**config.mk**
```make
export PLATFORM = sky130hd
export DESIGN_NAME = obstacle_manager
export DESIGN_NICKNAME = d
export VERILOG_FILES = /design/src/rtl/game_pkg.sv /design/src/rtl/lfsr16.sv /design/src/rtl/obstacle_manager.sv
export SDC_FILE = /design/constraint.sdc
export NUM_CORES = 2
export LEC_CHECK = 0
export BUFFER_PORTS_ARGS = -buffer_cell sky130_fd_sc_hd__buf_2
export CAP_MARGIN = 20
export CORE_ASPECT_RATIO = 1.5
export CORE_MARGIN = 2
export CORE_UTILIZATION = 62
export CTS_BUF_LIST = sky130_fd_sc_hd__clkbuf_16
export DETAILED_ROUTE_END_ITERATION = 12
export GPL_ROUTABILITY_DRIVEN = 0
export HOLD_SLACK_MARGIN = 0.02
export PLACE_DENSITY = 0.85
export SLEW_MARGIN = 20
export SYNTH_ARGS = -nofsm -noshare
export SYNTH_HDL_FRONTEND = slang
export SYNTH_SLANG_ARGS = --single-unit
```
**constraint.sdc**
```tcl
create_clock -name clk -period 9.9 [get_ports clk]
set_input_delay 0.99 -clock clk [delete_from_list [all_inputs] [get_ports clk]]
set_output_delay 0.99 -clock clk [all_outputs]
set_load 0.05 [all_outputs]
```
**src/rtl/game_pkg.sv**
```systemverilog
// Shared game definitions: gamemode encoding, screen bounds, obstacle coordinate types.
package game_pkg;

  typedef enum logic [1:0] {
    GM_INIT  = 2'b00,
    GM_RUN   = 2'b01,
    GM_PAUSE = 2'b10,
    GM_END   = 2'b11
  } gamemode_t;

  localparam int unsigned SCREEN_W    = 640;
  localparam int unsigned UPPER_BOUND = 20;
  localparam int unsigned LOWER_BOUND = 460;
  localparam int unsigned COORD_W     = 11;

  typedef logic [9:0]         x_t;
  typedef logic [8:0]         y_t;
  typedef logic [COORD_W-1:0] coord_t;

  // One obstacle slot: r is the exclusive right edge in scroll space (may exceed the screen).
  typedef struct packed {
    logic   valid;
    coord_t r;
    y_t     up;
    y_t     down;
  } slot_t;

  // Clip a scroll-space x coordinate onto the visible screen.
  function automatic x_t clip_x(input coord_t v);
    coord_t c;
    c = (v > coord_t'(SCREEN_W)) ? coord_t'(SCREEN_W) : v;
    return x_t'(c);
  endfunction

endpackage

```
**src/rtl/lfsr16.sv**
```systemverilog
// 16-bit Fibonacci LFSR (taps 16,14,13,11), reloaded with SEED on reset.
module lfsr16 #(
  parameter logic [15:0] SEED = 16'hACE1
) (
  input  logic        clk,
  input  logic        rst,
  input  logic        enable,
  output logic [15:0] state
);

  // Shift in the tap parity every enabled cycle.
  always_ff @(posedge clk) begin
    if (rst) begin
      state <= SEED;
    end else if (enable) begin
      state <= {state[14:0], state[15] ^ state[13] ^ state[12] ^ state[10]};
    end
  end

endmodule

```
**src/rtl/obstacle_manager.sv**
```systemverilog
// Spawns, scrolls and retires up to N_OBS obstacles once per frame; drives the pixel-stage bound buses.
module obstacle_manager
  import game_pkg::*;
#(
  parameter int unsigned N_OBS          = 10,
  parameter int unsigned OBS_W          = 40,
  parameter int unsigned MIN_H          = 60,
  parameter int unsigned SPAWN_INTERVAL = 90,
  parameter int unsigned SPEED_INIT     = 2,
  parameter int unsigned SPEED_MAX      = 8,
  parameter int unsigned SPEED_UP_TICKS = 600,
  parameter logic [15:0] LFSR_SEED      = 16'hACE1
) (
  input  logic                  clk,
  input  logic                  rst,
  input  logic                  frame_tick,
  input  logic [1:0]            gamemode,
  output logic [N_OBS-1:0][9:0] obstacle_x_game_left,
  output logic [N_OBS-1:0][9:0] obstacle_x_game_right,
  output logic [N_OBS-1:0][8:0] obstacle_y_game_up,
  output logic [N_OBS-1:0][8:0] obstacle_y_game_down,
  output logic [15:0]           score,
  output logic [3:0]            speed
);

  localparam int unsigned SC_W  = $clog2(SPAWN_INTERVAL + 1);
  localparam int unsigned SU_W  = (SPEED_UP_TICKS == 0) ? 1 : $clog2(SPEED_UP_TICKS + 1);
  localparam int unsigned CNT_W = $clog2(N_OBS + 1);

  gamemode_t          mode;
  logic               step;
  logic [15:0]        lfsr_state;
  logic               lfsr_unused;
  slot_t              slot_q [N_OBS];
  slot_t              slot_d [N_OBS];
  slot_t              spawn_val;
  y_t                 spawn_h;
  logic [N_OBS-1:0]   retire;
  logic [N_OBS-1:0]   free;
  logic [N_OBS-1:0]   spawn_sel;
  logic               spawn_hit;
  logic [SC_W-1:0]    spawn_cnt_q, spawn_cnt_d;
  logic [SU_W-1:0]    speed_cnt_q, speed_cnt_d;
  logic [3:0]         speed_d;
  logic [15:0]        score_d;
  logic [16:0]        score_sum;
  logic [CNT_W-1:0]   retire_cnt;

  // Lowest-index set bit as a one-hot mask.
  function automatic logic [N_OBS-1:0] first_one(input logic [N_OBS-1:0] v);
    logic [N_OBS-1:0] oh;
    logic             seen;
    oh   = '0;
    seen = 1'b0;
    for (int i = 0; i < N_OBS; i++) begin
      if (v[i] && !seen) begin
        oh[i] = 1'b1;
        seen  = 1'b1;
      end
    end
    return oh;
  endfunction

  // Left edge: right edge minus width, floored at 0 and clipped to the screen.
  function automatic x_t left_of(input coord_t r);
    coord_t d;
    d = (r < coord_t'(OBS_W)) ? '0 : r - coord_t'(OBS_W);
    return clip_x(d);
  endfunction

  assign mode        = gamemode_t'(gamemode);
  assign step        = (mode == GM_RUN) && frame_tick;
  assign lfsr_unused = ^lfsr_state[15:8];

  lfsr16 #(.SEED(LFSR_SEED)) u_lfsr (
    .clk    (clk),
    .rst    (rst),
    .enable (1'b1),
    .state  (lfsr_state)
  );

  // A slot can take a spawn if it is empty now or empties on this tick.
  for (genvar g = 0; g < N_OBS; g++) begin : g_slot
    assign retire[g] = slot_q[g].valid && (slot_q[g].r <= coord_t'(speed));
    assign free[g]   = !slot_q[g].valid || retire[g];
  end

  assign spawn_sel = spawn_hit ? first_one(free) : '0;
  assign spawn_h   = y_t'(MIN_H) + y_t'(lfsr_state[6:0]);

  // New obstacle: enters just off the right edge, anchored top or bottom by lfsr[7].
  always_comb begin
    spawn_val       = '0;
    spawn_val.valid = 1'b1;
    spawn_val.r     = coord_t'(SCREEN_W + OBS_W);
    if (lfsr_state[7]) begin
      spawn_val.up   = y_t'(LOWER_BOUND) - spawn_h;
      spawn_val.down = y_t'(LOWER_BOUND);
    end else begin
      spawn_val.up   = y_t'(UPPER_BOUND);
      spawn_val.down = y_t'(UPPER_BOUND) + spawn_h;
    end
  end

  // Spawn interval and speed-up counters.
  always_comb begin
    spawn_cnt_d = spawn_cnt_q;
    spawn_hit   = 1'b0;
    speed_cnt_d = speed_cnt_q;
    speed_d     = speed;
    if (mode == GM_INIT) begin
      spawn_cnt_d = '0;
      speed_cnt_d = '0;
      speed_d     = 4'(SPEED_INIT);
    end else if (step) begin
      if (spawn_cnt_q + SC_W'(1) == SC_W'(SPAWN_INTERVAL)) begin
        spawn_cnt_d = '0;
        spawn_hit   = 1'b1;
      end else begin
        spawn_cnt_d = spawn_cnt_q + SC_W'(1);
      end
      if (SPEED_UP_TICKS != 0) begin
        if (speed_cnt_q + SU_W'(1) == SU_W'(SPEED_UP_TICKS)) begin
          speed_cnt_d = '0;
          if (speed < 4'(SPEED_MAX)) begin
            speed_d = speed + 4'd1;
          end
        end else begin
          speed_cnt_d = speed_cnt_q + SU_W'(1);
        end
      end
    end
  end

  // Score: add every retirement of this tick, saturating at all-ones.
  always_comb begin
    retire_cnt = '0;
    for (int i = 0; i < N_OBS; i++) begin
      retire_cnt = retire_cnt + CNT_W'(retire[i]);
    end
    score_sum = {1'b0, score} + 17'(retire_cnt);
    score_d   = score;
    if (mode == GM_INIT) begin
      score_d = '0;
    end else if (step) begin
      score_d = score_sum[16] ? 16'hFFFF : score_sum[15:0];
    end
  end

  // Per-slot next state: spawn wins over retire, otherwise scroll left by speed.
  always_comb begin
    for (int i = 0; i < N_OBS; i++) begin
      slot_d[i] = slot_q[i];
      if (mode == GM_INIT) begin
        slot_d[i] = '0;
      end else if (step) begin
        if (spawn_sel[i]) begin
          slot_d[i] = spawn_val;
        end else if (retire[i]) begin
          slot_d[i] = '0;
        end else if (slot_q[i].valid) begin
          slot_d[i].r = slot_q[i].r - coord_t'(speed);
        end
      end
    end
  end

  // Slot state plus output buses registered from the next slot state, so they always match.
  always_ff @(posedge clk) begin
    if (rst) begin
      for (int i = 0; i < N_OBS; i++) begin
        slot_q[i] <= '0;
      end
      obstacle_x_game_left  <= '0;
      obstacle_x_game_right <= '0;
      obstacle_y_game_up    <= '0;
      obstacle_y_game_down  <= '0;
    end else begin
      for (int i = 0; i < N_OBS; i++) begin
        slot_q[i]                <= slot_d[i];
        obstacle_x_game_left[i]  <= slot_d[i].valid ? left_of(slot_d[i].r) : '0;
        obstacle_x_game_right[i] <= slot_d[i].valid ? clip_x(slot_d[i].r) : '0;
        obstacle_y_game_up[i]    <= slot_d[i].valid ? slot_d[i].up : '0;
        obstacle_y_game_down[i]  <= slot_d[i].valid ? slot_d[i].down : '0;
      end
    end
  end

  // Counters, speed and score registers.
  always_ff @(posedge clk) begin
    if (rst) begin
      spawn_cnt_q <= '0;
      speed_cnt_q <= '0;
      speed       <= 4'(SPEED_INIT);
      score       <= '0;
    end else begin
      spawn_cnt_q <= spawn_cnt_d;
      speed_cnt_q <= speed_cnt_d;
      speed       <= speed_d;
      score       <= score_d;
    end
  end

endmodule

```
==> summary.md <==
| Metric | Value |
|---|---|
| Synth Area in Adders | `0.0369` |
| Cts hold-fix bufs | `0` |
| Worst hold endpoint | `u_lfsr.state[15]` |
| Worst hold path type | `register to register` |
| Yosys reg bits | `733` |
| Die H | `about 280 um` |
| Via density | `6.28` |
| Total Routing Usage GR | `0.348` |
| Post-synth EDFFs | `0` |
| Critical-path cell list | `clkinv_1, buf_4, ha_1, nand4_1, a211oi_1, a21boi_1, and2_1, fa_1, inv_1, fa_1, fa_1, inv_1, fa_1, fa_1, a21o_1, a21oi_1, nor3_1, and3_1, nand3_1, a21oi_1` |
| Ys Warns | `0` |
| Grt total ovfl | `0` |
| Final Cycle Share | `0.674` |
| Worst vdd ir | `191 uV` |
| Initial antenna violation count | `0` |
| Flop-to-flop setup slack | `between 3000 and 4000 ps` |
| Final Cell Area | `around 0.035 mm2` |
| PortBufs | `404` |
| I/O pin cnt | `405` |
| Simple-gate portion of the synthesized area | `0.217` |
| Share of layout cells above drive strength 1 | `0.173` |
| First-pass GRT wire length | `141 mm` |
| RSZ-0062 raised after global routing | `no` |
| CTS buffer count | `66` |
| CTS sink cnt | `733` |
| Mean post-synth cell area | `just under 9 um2` |
| Asr flop ratio synth | `0` |
| Wire per inst | `20.2 um` |
| Final #Nets | `slightly below 4000` |
| Top-area cell type share of the netlist area | `0.482` |
| Fin crit period | `6670 ps` |
| Crit path max-delay cell type | `a21boi_1` |
| Ant. Diodes | `0` |
| XOR/XNOR Fraction of Synth Area | `0.0204` |
| FF-to-FF Start | `speed[1]` |
| Lkg Pwr | `14.5 nW` |
| Startpoint Class | `register` |
| CTS max path bufs | `3` |
| Post-CTS sizing | `0` |
| Setup crit end kind | `register` |
| Synth top cells by count | `nor2_1 (734), dfxtp_1 (733), a22oi_1 (190)` |
| Ys flop type | `dfxtp_1` |
| Mux contribution to synthesized area | `0.00201` |
| CP max FO | `18` |
| WL final | `91.2 mm` |
| Largest family of logic cells by synthesized area | `simple AND/OR/NAND/NOR gates` |
| Clk Latency, worst-skew pair | `610 ps` |
| Final Max Slew Viols | `0` |
| H-tree Lvls | `3` |
| CTS tree | `yes` |
| Post-detail-place hpwl | `approximately 62 mm` |
| Worst Path Required | `10320 ps` |
| Final Hold Slack | `roughly 410 ps` |
| Unique masters post-synth | `approximately 100` |
| Setup Skew | `28.5 ps` |
| Die footprint | `0.0510 mm2` |
| Final Hold Vio Count | `0` |
| Mapped cell area | `0.0305 mm2` |
| Remaining antenna violation count | `0` |
| Die Span X | `185 um` |
| Cells on Worst Hold Path | `1` |
| DRC viols | `0` |
| Vias | `28351` |
| Root Driver | `clkbuf_16` |
| Final setup viols | `0` |
| Top post-synthesis cells by area | `dfxtp_1 (48%), nor2_1 (9.0%), a22oi_1 (4.7%)` |
| Crit path buffers/inverters | `4` |
| CP delay by family, top | `adder cells` |
| Utilization after layout | `0.730` |
| Max_cap viols | `0` |
| Area post-placement | `0.0331 mm2` |
| Area delta synth->final | `16.3%` |
| Pwr Density | `164 mW/mm2` |
| Cells after Synth | `3457` |
| Initial Util | `0.628` |
| CP max stage delay | `810 ps` |
| Post-synth top area cell | `dfxtp_1` |
| FF-to-FF End | `score[4]` |
| # rows | `99` |
| WS Path Type | `register to register` |
| Total core area | `between 0.04 and 0.05 mm2` |
| Drt first pass iters | `8` |
| Vias in the first global route | `26907` |
| Least-Margin Pin Slew | `1130 ps` |
| Synth Area in Compound Gates | `0.208` |
| Setup Buffers After CTS | `0` |
| Largest net degree at the start of global routing | `roughly 100` |
| Syn_nets | `approximately 3500` |
| Hold Startpoint | `u_lfsr.state[14]` |
| Count leader, synth | `nor2_1` |
| Max transition margin | `0.237` |
| FF-to-FF path depth | `20` |
| Total negative setup slack | `0 ps` |
| 1st-iter DRT viols | `3008` |
| Outcome | `complete, no violations` |
| Sequential share of the synthesized area | `0.482` |
| Most used cell, CP | `fa_1` |
| Reg clk slew, reported paths | `70 ps` |
| Peak Freq | `between 100 and 150 MHz` |
| Arr. time, crit path | `7090 ps` |
-- registers in the layout (all words and copies together) (netlist names) --
name,count
slot_q,300
u_lfsr.state,16
obstacle_y_game_up,90
spawn_cnt_q,7
score,16
obstacle_y_game_down,90
obstacle_x_game_right,100
speed,4
obstacle_x_game_left,100
speed_cnt_q,10
-- placed cells by master, fill, tap and decap left out, types with 13 or more instances in the layout --
cell / instances
dfxtp_1: 733
nor2_1: 731
buf_2: 403
a22oi_1: 190
nand2_1: 184
a21oi_1: 132
nor3_1: 97
inv_1: 96
o21ai_0: 90
clkbuf_16: 67
ha_1: 61
nand3_1: 54
buf_4: 50
a31oi_1: 47
xnor2_1: 45
and3_1: 43
o21ai_1: 42
a21o_1: 37
nand2b_1: 35
o31ai_1: 34
o211ai_1: 33
nand4_1: 32
a211oi_1: 30
nor4_1: 29
or3_1: 28
and2_1: 28
nor2b_1: 26
xor2_1: 26
nor3b_1: 25
o21a_1: 23
or2_2: 21
or4_1: 19
fa_1: 17
clkinv_2: 13
-- where the power goes --
group          leakage [nW]  internal [mW]  switching [mW]  total (mW)
Combinational          7.52         0.0430           0.140       0.183
Clock                  1.12           1.50            1.18        2.68
Sequential             5.91           2.95         0.00725        2.96
Total                  14.5           4.50            1.33        5.83
-- worst max path at each step --
stage,startpoint,endpoint,slack (ps),cells past startpoint
2_1_floorplan,speed[1],score[10],3550,21
3_3_place_gp,speed[1],score[6],3460,20
3_5_place_dp,speed[1],score[4],3320,20
4_1_cts,speed[1],score[4],3300,20
5_1_grt,speed[1],score[5],2740,20
6_report,speed[1],score[4],3230,20
-- metal layers --
layer / track usage / share of wire / vias up
met2: 0.572 / 0.47 / 1530
met5: 0 / 0 / -
li1: - / - / 13080
met3: 0.0769 / 0.093 / 384
met4: 0.234 / 0.069 / 0
met1: 0.408 / 0.37 / 13357
-- stage by stage --
stage | power (mW) | std cells | setup slack [ps]
floorplan | 3.15 | 3457 | 3550
global placement | 3.20 | 4389 | 3460
detailed placement | 3.20 | 4389 | 3320
CTS | 5.84 | 4510 | 3300
global route | 5.98 | 4511 | 2740
finish | 5.83 | 4511 | 3230
-- logic make-up (layout without fill, tap and decap cells) --
family	count (synthesis)	in the layout
buffers and inverters	270	668
xor gates and xnor gates	71	71
DFF	733	733
muxes	6	6
and+or+nand+nor	1415	1415
adders and majority gates	80	80
AOI/OAI and AO/OA	882	882
-- layout make-up --
cell class	count	area [um2]
timing repair buffer	455	2420
sequential	733	14700
clock inverter	54	618
inverter	92	345
fill	3715	13100
tap	656	821
clock buffer	67	1680
multi-input combinational	2454	14900
(Power assumes the default switching activity.)
